--- config.mk ---
export PLATFORM = sky130hd
export DESIGN_NAME = muldiv_exec_unit
export DESIGN_NICKNAME = d
export VERILOG_FILES = /design/src/rtl/muldiv_exec_unit.sv
export SDC_FILE = /design/constraint.sdc
export NUM_CORES = 1
export LEC_CHECK = 0
export ABC_AREA = 0
export CELL_PAD_IN_SITES_DETAIL_PLACEMENT = 2
export CELL_PAD_IN_SITES_GLOBAL_PLACEMENT = 2
export CORE_UTILIZATION = 38
export CTS_CLUSTER_DIAMETER = 120
export DETAILED_ROUTE_END_ITERATION = 7
export GPL_TIMING_DRIVEN = 0
export PLACE_DENSITY_LB_ADDON = 0.1
export SYNTH_ARGS = -nofsm -noshare
export SYNTH_HDL_FRONTEND = slang
export SYNTH_SLANG_ARGS = --single-unit
--- constraint.sdc ---
create_clock -name clk -period 15.3 [get_ports clk]
set_input_delay 4.59 -clock clk [delete_from_list [all_inputs] [get_ports clk]]
set_output_delay 4.59 -clock clk [all_outputs]
set_load 0.01 [all_outputs]
--- src/rtl/muldiv_exec_unit.sv ---
`timescale 1ns/1ps
// muldiv_exec_unit: multi-cycle RV32M execute unit sitting beside the EX-stage ALU.
// Radix-2 restoring divider and shift-add multiplier share one accumulator pair.
// Optional feature macro: FAST_MUL_EN (single-cycle multiply through FIN).
module muldiv_exec_unit #(
  parameter int WIDTH = 32
) (
  input  logic             clk,
  input  logic             rst,
  input  logic             start,
  input  logic             kill,
  input  logic [4:0]       ALU_Selection,
  input  logic [WIDTH-1:0] A,
  input  logic [WIDTH-1:0] B,
  output logic             busy,
  output logic             done,
  output logic [WIDTH-1:0] result
);

  localparam int CW = $clog2(WIDTH);
  localparam logic [CW-1:0] LAST = CW'(WIDTH - 1);

  localparam logic [1:0] S_IDLE = 2'd0;
  localparam logic [1:0] S_CALC = 2'd1;
  localparam logic [1:0] S_FIN  = 2'd2;

  localparam logic [4:0] OP_MUL    = 5'b10000;
  localparam logic [4:0] OP_MULH   = 5'b10001;
  localparam logic [4:0] OP_MULHSU = 5'b10011;
  localparam logic [4:0] OP_MULHU  = 5'b10100;
  localparam logic [4:0] OP_DIV    = 5'b10101;
  localparam logic [4:0] OP_DIVU   = 5'b10110;
  localparam logic [4:0] OP_REM    = 5'b10111;
  localparam logic [4:0] OP_REMU   = 5'b11000;

  logic [1:0]         r_state;
  logic [CW-1:0]      r_cnt;
  logic [4:0]         r_op;
  logic [WIDTH-1:0]   r_a;
  logic [WIDTH-1:0]   r_b;
  logic [WIDTH-1:0]   r_hi;
  logic [WIDTH-1:0]   r_lo;
  logic               r_a_neg;
  logic               r_b_neg;
  logic               r_special;
  logic               r_done;
  logic [WIDTH-1:0]   r_result;

  logic               w_legal;
  logic               w_is_mul;
  logic               w_is_rem;
  logic               w_a_signed;
  logic               w_b_signed;
  logic               w_a_neg;
  logic               w_b_neg;
  logic [WIDTH-1:0]   w_a_mag;
  logic [WIDTH-1:0]   w_b_mag;
  logic               w_div_zero;
  logic               w_overflow;
  logic               w_special;
  logic [WIDTH-1:0]   w_spec_val;
  logic               w_fast;
  logic               w_accept;
  logic               w_r_is_mul;
  logic [WIDTH:0]     w_mul_sum;
  logic [WIDTH:0]     w_div_shift;
  logic [WIDTH-1:0]   w_div_sub;
  logic               w_ge;
  logic [2*WIDTH-1:0] w_prod;
  logic [2*WIDTH-1:0] w_prod_s;
  logic [WIDTH-1:0]   w_quot_s;
  logic [WIDTH-1:0]   w_rem_s;
  logic [WIDTH-1:0]   w_fin_val;

  assign busy   = (r_state != S_IDLE);
  assign done   = r_done;
  assign result = r_result;

`ifdef FAST_MUL_EN
  assign w_fast = w_is_mul;
  assign w_prod = {{WIDTH{1'b0}}, r_a} * {{WIDTH{1'b0}}, r_b};
`else
  assign w_fast = 1'b0;
  assign w_prod = {r_hi, r_lo};
`endif

  // Decode the incoming op: legality, signedness, magnitudes and the two short-cut cases
  always_comb begin
    w_legal    = 1'b0;
    w_is_mul   = 1'b0;
    w_is_rem   = 1'b0;
    w_a_signed = 1'b0;
    w_b_signed = 1'b0;
    case (ALU_Selection)
      OP_MUL, OP_MULH: begin
        w_legal = 1'b1; w_is_mul = 1'b1; w_a_signed = 1'b1; w_b_signed = 1'b1;
      end
      OP_MULHSU: begin
        w_legal = 1'b1; w_is_mul = 1'b1; w_a_signed = 1'b1;
      end
      OP_MULHU: begin
        w_legal = 1'b1; w_is_mul = 1'b1;
      end
      OP_DIV: begin
        w_legal = 1'b1; w_a_signed = 1'b1; w_b_signed = 1'b1;
      end
      OP_DIVU: w_legal = 1'b1;
      OP_REM: begin
        w_legal = 1'b1; w_is_rem = 1'b1; w_a_signed = 1'b1; w_b_signed = 1'b1;
      end
      OP_REMU: begin
        w_legal = 1'b1; w_is_rem = 1'b1;
      end
      default: w_legal = 1'b0;
    endcase
    w_a_neg    = w_a_signed & A[WIDTH-1];
    w_b_neg    = w_b_signed & B[WIDTH-1];
    w_a_mag    = w_a_neg ? (~A + 1'b1) : A;
    w_b_mag    = w_b_neg ? (~B + 1'b1) : B;
    w_div_zero = w_legal & ~w_is_mul & (B == '0);
    w_overflow = ((ALU_Selection == OP_DIV) || (ALU_Selection == OP_REM)) &&
                 (A == {1'b1, {(WIDTH-1){1'b0}}}) && (B == '1);
    w_special  = w_div_zero | w_overflow;
    if (w_div_zero)
      w_spec_val = w_is_rem ? A : '1;
    else
      w_spec_val = w_is_rem ? '0 : A;
    w_accept   = (r_state == S_IDLE) && start && !kill && w_legal;
  end

  // One iteration step of the shared shift-add / restoring-subtract datapath
  always_comb begin
    w_r_is_mul  = (r_op == OP_MUL) || (r_op == OP_MULH) ||
                  (r_op == OP_MULHSU) || (r_op == OP_MULHU);
    w_mul_sum   = {1'b0, r_hi} + (r_lo[0] ? {1'b0, r_a} : '0);
    w_div_shift = {r_hi, r_lo[WIDTH-1]};
    w_ge        = (w_div_shift >= {1'b0, r_b});
    w_div_sub   = w_div_shift[WIDTH-1:0] - r_b;
  end

  // Restore signs on the unsigned results and pick the architectural result
  always_comb begin
    w_prod_s = (r_a_neg ^ r_b_neg) ? (~w_prod + 1'b1) : w_prod;
    w_quot_s = (r_a_neg ^ r_b_neg) ? (~r_lo + 1'b1) : r_lo;
    w_rem_s  = r_a_neg ? (~r_hi + 1'b1) : r_hi;
    case (r_op)
      OP_MUL:                        w_fin_val = w_prod_s[WIDTH-1:0];
      OP_MULH, OP_MULHSU, OP_MULHU:  w_fin_val = w_prod_s[2*WIDTH-1:WIDTH];
      OP_DIV, OP_DIVU:               w_fin_val = w_quot_s;
      default:                       w_fin_val = w_rem_s;
    endcase
    if (r_special)
      w_fin_val = r_hi;
  end

  // Control FSM and datapath registers; kill aborts without touching the result
  always_ff @(posedge clk or posedge rst) begin
    if (rst) begin
      r_state   <= S_IDLE;
      r_cnt     <= '0;
      r_op      <= '0;
      r_a       <= '0;
      r_b       <= '0;
      r_hi      <= '0;
      r_lo      <= '0;
      r_a_neg   <= 1'b0;
      r_b_neg   <= 1'b0;
      r_special <= 1'b0;
      r_done    <= 1'b0;
      r_result  <= '0;
    end else begin
      r_done <= 1'b0;
      case (r_state)
        S_IDLE: begin
          if (w_accept) begin
            r_op      <= ALU_Selection;
            r_a       <= w_a_mag;
            r_b       <= w_b_mag;
            r_a_neg   <= w_a_neg;
            r_b_neg   <= w_b_neg;
            r_special <= w_special;
            r_hi      <= w_special ? w_spec_val : '0;
            r_lo      <= w_is_mul ? w_b_mag : w_a_mag;
            r_cnt     <= '0;
            r_state   <= (w_special || w_fast) ? S_FIN : S_CALC;
          end
        end
        S_CALC: begin
          if (kill) begin
            r_state <= S_IDLE;
          end else begin
            if (w_r_is_mul) begin
              r_hi <= w_mul_sum[WIDTH:1];
              r_lo <= {w_mul_sum[0], r_lo[WIDTH-1:1]};
            end else begin
              r_hi <= w_ge ? w_div_sub : w_div_shift[WIDTH-1:0];
              r_lo <= {r_lo[WIDTH-2:0], w_ge};
            end
            r_cnt <= r_cnt + 1'b1;
            if (r_cnt == LAST)
              r_state <= S_FIN;
          end
        end
        S_FIN: begin
          r_state <= S_IDLE;
          if (!kill) begin
            r_result <= w_fin_val;
            r_done   <= 1'b1;
          end
        end
        default: r_state <= S_IDLE;
      endcase
    end
  end

endmodule

==> Yosys cells after proc, flatten, opt, wreduce, memory -nomap -nowiden <==
Index checks and enable logic that the tools add are counted.
{ "totals": {"regBits": 176, "inputBits": 73, "word_cells": 118, "output_inout_bits": 34} }
{ "op_classes": {"n_reduce_logical": 25, "n_eq_ne": 22, "muxes": 37, "addsub": 8, "magnitude_cmp": 1, "n_bitwise": 13} }
{ "op_table": {"columns": ["op", "n"], "rows": [
  ["$mux 32", 18],
  ["$add 32x1->32 const B", 4],
  ["$not 32->32", 4],
  ["$pmux 32 s2", 2],
  ["$pmux 32 s3", 1],
  ["$eq 5x5->1 const B", 15],
  ["$add 64x1->64 const B", 1],
  ["$eq 32x32->1 const B", 2],
  ["$mux 64", 1],
  ["$not 64->64", 1],
  ["$add 32x32->33", 1],
  ["$ge 33x32->1", 1],
  ["$logic_not 32->1", 1],
  ["$sub 32x32->32", 1],
  ["$mux 5", 2],
  ["$pmux 5 s2", 1],
  ["$mux 2", 4],
  ["$reduce_or 4->1", 2],
  ["$reduce_or 8->1", 1],
  ["$mux 1", 7],
  ["$reduce_and 2->1", 3],
  ["$add 5x1->5 const B", 1],
  ["$logic_and 1x1->1", 5],
  ["$reduce_or 5->1", 1],
  ["16 further kinds", 26]
]} }

==> Logic depth before layout (Yosys ltp) <==
{ "logic_depth": {"depth_word": 10, "depth_mapped": 15, "ltp_nobuf": 13} }

==> Least setup slack after synthesis <==
Ideal clock, no wire load.
{ "synth_timing": {"kind": "input -> register", "from": "input B[10]", "to": "register r_hi[0]", "path_slack_ns": 8.216, "setup_ns": 0.095, "t_arrival_ns": 6.988, "n_path_buf": 2, "cell_stages": 10, "required_ns": 15.205, "cell_sequence": "or4_1 -> or4_1 -> clkbuf_1 -> nor3_2 -> and4_1 -> or2_2 -> clkbuf_1 -> and2_1 -> a21oi_1 -> o31ai_1"} }
{ "synth_between": {"elab_chain_len": 6, "elab_cells_between_ends": 9, "cone_classes": "1 x eq/ne; 4 x mux; 2 x bitwise; 2 x reduce/logical"} }
{ "synth_lines": {"columns": ["item", "line_no", "rtl"], "rows": [
  ["start, declared", "14", "input logic [WIDTH-1:0] B,"],
  ["$logic_not 32->1 or $eq 32x32->1 (tied branches)", "120, 122", null],
  ["$and 1x1->1 or $logic_and 1x1->1 (tied branches)", "120, 122", null],
  ["$mux 32 or $or 1x1->1 (tied branches)", "124, 123", null],
  ["$mux 32 *", "182", "r_hi <= w_special ? w_spec_val : '0;"],
  ["$mux 32 *", "175", "if (w_accept) begin"],
  ["$pmux 32 s2 *", "173", "case (r_state)"],
  ["end signal, assigned", "182", null],
  ["end signal, assigned", "193", "r_hi <= w_mul_sum[WIDTH:1];"],
  ["end signal, assigned", "196", "r_hi <= w_ge ? w_div_sub : w_div_shift[WIDTH-1:0];"],
  ["end, declared", "41", "logic [WIDTH-1:0] r_hi;"]
]} }
Mark *: on every way between the ends. The rest lies on a longest branch, timed or not. The select of a mux whose other input is x is not followed.
A chain may end at the register's enable or synchronous reset.

==> Worst setup path after layout <==
{ "layout_timing": {"from": "input B[11]", "to": "register r_hi[27]"} }
The elaborated chain is that of the path after synthesis.

==> impl_metrics.tcl <==
set metrics [dict create \
    status "complete, no violations" \
    totalWireLength_mm 96.9 \
    place_congestion 1.00 \
    synth-seq-area-share_pct 26.7 \
    p_leak_nw 7.71 \
    fillers 5098 \
    max_stage_delay_ps 730 \
    multi_input_area_um2 11200 \
    area_delta_synth_final_pct 14.6 \
    power_density_nw_per_um2 175 \
    max_freq_mhz 114 \
    first_pass_iters 6 \
    dp_hpwl_mm 77.4 \
    cts_root_buf "clkbuf_16" \
    grt_antenna_before_repair 2 \
    maxCapViolations 0 \
    synthCells 2270 \
    grt_pass1_vias 20200 \
    synth_area_um2 16500 \
    placement_rows 76 \
    fin_area_um2 18900 \
    drcViolationCount 0 \
    crit_path_start_kind "input pin" \
    layout_common_cells "nand2_1 (316), a21oi_1 (250), o21ai_0 (217)" \
    yosys.area_share.simple_pct 24.1 \
    crit_top_cell "or4_1" \
    slew_headroom_pct 26.5 \
    clk_latency_ps 520 \
    avgRoutedWirePerCell_um 32.4 \
    drt_iter0_markers 2041 \
    setup_viol 0 \
    synth_edf_count 0 \
    placedInstanceArea_um2 18300 \
    rrSetupSlack_ps 10010 \
    dieArea_um2 44300 \
    seqCellArea_um2 4400 \
    clkSlewWorstSetupHoldPaths_ps 80 \
    cts.sinks 176 \
    worst_setup_path_end_kind "register" \
    drive_gt1_share_pct 3.70 \
    clock_path_buffers 2 \
    yosysUniqueCellTypes 84 \
    synth-xor-area-share_pct 8.95 \
    critPathSlowestCell "nor2b_1" \
    cts_tree "done" \
    die_height_um 211 \
    grt_max_degree 121 \
    port_buffers 105 \
    fin_crit_sh_pct 57.5 \
    syn_area_per_cell_um2 7.28 \
    tritoncts.num_buffers 17 \
    crit_fanout 10 \
    finalSetupTns_ps 0 \
    syn_nets 2416 \
    htreeDepth 4 \
    crit_arrival_ps 9230 \
    path_cells "clkdlybuf4s50_1 -> or4_1 -> or4_1 -> clkbuf_1 -> nor3_1 -> nand4_1 -> nor2b_1 -> buf_2 -> buf_1 -> o21ai_0 -> a22oi_1" \
    nNetsFinal 2541 \
    post-cts-setup-buffer-count 0 \
    tightest_slew_ps 1100 \
    grt_overflow 0 \
    ys_async_sr_fraction_pct 100 \
    synth-main-ff-cell "dfrtp_1" \
    ir_drop_mv 0.102 \
    rsz0062_at_grt "no" \
    io_pins 107 \
    finalHoldViolCount 0 \
    hold_buffers 0 \
    track_usage_pct 43.8 \
    n_antenna_cell 0 \
    skew_ps 15.0 \
    critPathRequiredTime_ps 15720 \
    ant_nets 0 \
    core_area_um2 43000 \
    start_util_pct 38.4 \
    layout_commonest_cell "nand2_1" \
    holdCritPathClass "register to register" \
    slew_violations 0 \
    synthMuxAreaShare_pct 1.69 \
    ctsResizeCount 0 \
    synthAdderAreaFrac_pct 5.62 \
    fin_crit_ps 8800 \
    grt_pass1_wl_mm 140 \
    yosys_warnings 0 \
    num_vias 19800 \
    synth_compound_area_share_pct 27.5 \
    synth_top_family_by_area "compound AO/OA/AOI/OAI gates" \
    synth.ff_latch_count 176 \
    vias_per_cell 6.62 \
    critical_path_class "input pin to register" \
    die_x_um 211 \
]
[routing by layer]
layer	up-vias	share of wire, %	global-route usage [%]
li1	8365	-	-
met1	10200	43	60.0
met2	1065	43	65.4
met3	234	9.9	9.59
met4	4	4.6	20.5
met5	-	0.026	0
[per-stage QoR]
stage	instances	hold WS [ps]	setup WS, ps	util (%)	total power [mW]
after global placement	2960	456	2970	42.6	2.65
after detailed placement	2961	469	6160	42.7	2.73
after floorplan	2270	438	5940	-	1.93
final	2993	490	6500	44.0	3.32
after CTS	2993	493	6780	44.0	3.22
after global routing	2993	510	6390	44.0	3.43
[Yosys cell counts, types with 24 or more instances]
| cell | n | area (um^2) |
|---|---|---|
| ha_1 | 71 | 888 |
| nor3_1 | 44 | 220 |
| clkbuf_1 | 137 | 514 |
| a21o_1 | 30 | 225 |
| nor4_1 | 26 | 163 |
| dfrtp_1 | 176 | 4400 |
| a21oi_1 | 250 | 1250 |
| or4_1 | 24 | 180 |
| nor2_1 | 206 | 773 |
| a31oi_1 | 37 | 231 |
| o21ai_0 | 217 | 1090 |
| xnor2_1 | 90 | 788 |
| o31ai_1 | 25 | 188 |
| and2_1 | 48 | 300 |
| a211oi_1 | 24 | 180 |
| nand3_1 | 37 | 185 |
| xor2_1 | 77 | 674 |
| inv_1 | 75 | 282 |
| nand2_1 | 316 | 1190 |
[state kept, by name (all words and copies together), names as in the netlist]
register and count:
done 1, r_a 32, r_a_neg 1, r_b 32, r_b_neg 1, r_cnt 5
r_hi 32, r_lo 32, r_op 5, r_special 1, r_state 2, result 32
[power by group]
part / internal (mW) / switching (mW)
Sequential: 0.565 / 0.155
Combinational: 0.653 / 1.47
Clock: 0.232 / 0.243
Total: 1.45 / 1.87
[logic make-up after synthesis]
logic type	Yosys count
AO/OA/AOI/OAI	752
XOR/XNOR	168
buffers and inverters	235
flip-flops	176
multiplexers	27
adder cells (fa/ha/maj)	73
AND/OR/NAND/NOR	839
[final cells by class]
class	instances	share of cell area [%]
sequential	176	23.3
inverter	76	1.55
buffer	159	3.28
timing repair buffer	106	5.70
clock inverter	15	0.853
clock buffer	17	2.25
tap	585	3.87
multi-input combinational	1859	59.2
[critical path, delay by kind of cell]
kind,cells,cell delay (ps)
simple gates,5,2230
buf+inv,4,1810
compound gates,2,600
[final timing paths]
path	start	end	depth (start not counted)
setup reg to reg	r_hi[0]	r_hi[5]	12
setup / recovery	B[11]	r_hi[27]	11
hold reg to reg	r_a[15]	r_a[15]	2
max in group asynchronous	rst	r_b[14]	3
hold / removal	r_a[15]	r_a[15]	2
min in group asynchronous	rst	r_hi[15]	2
Power figures use the tool's default switching activity.
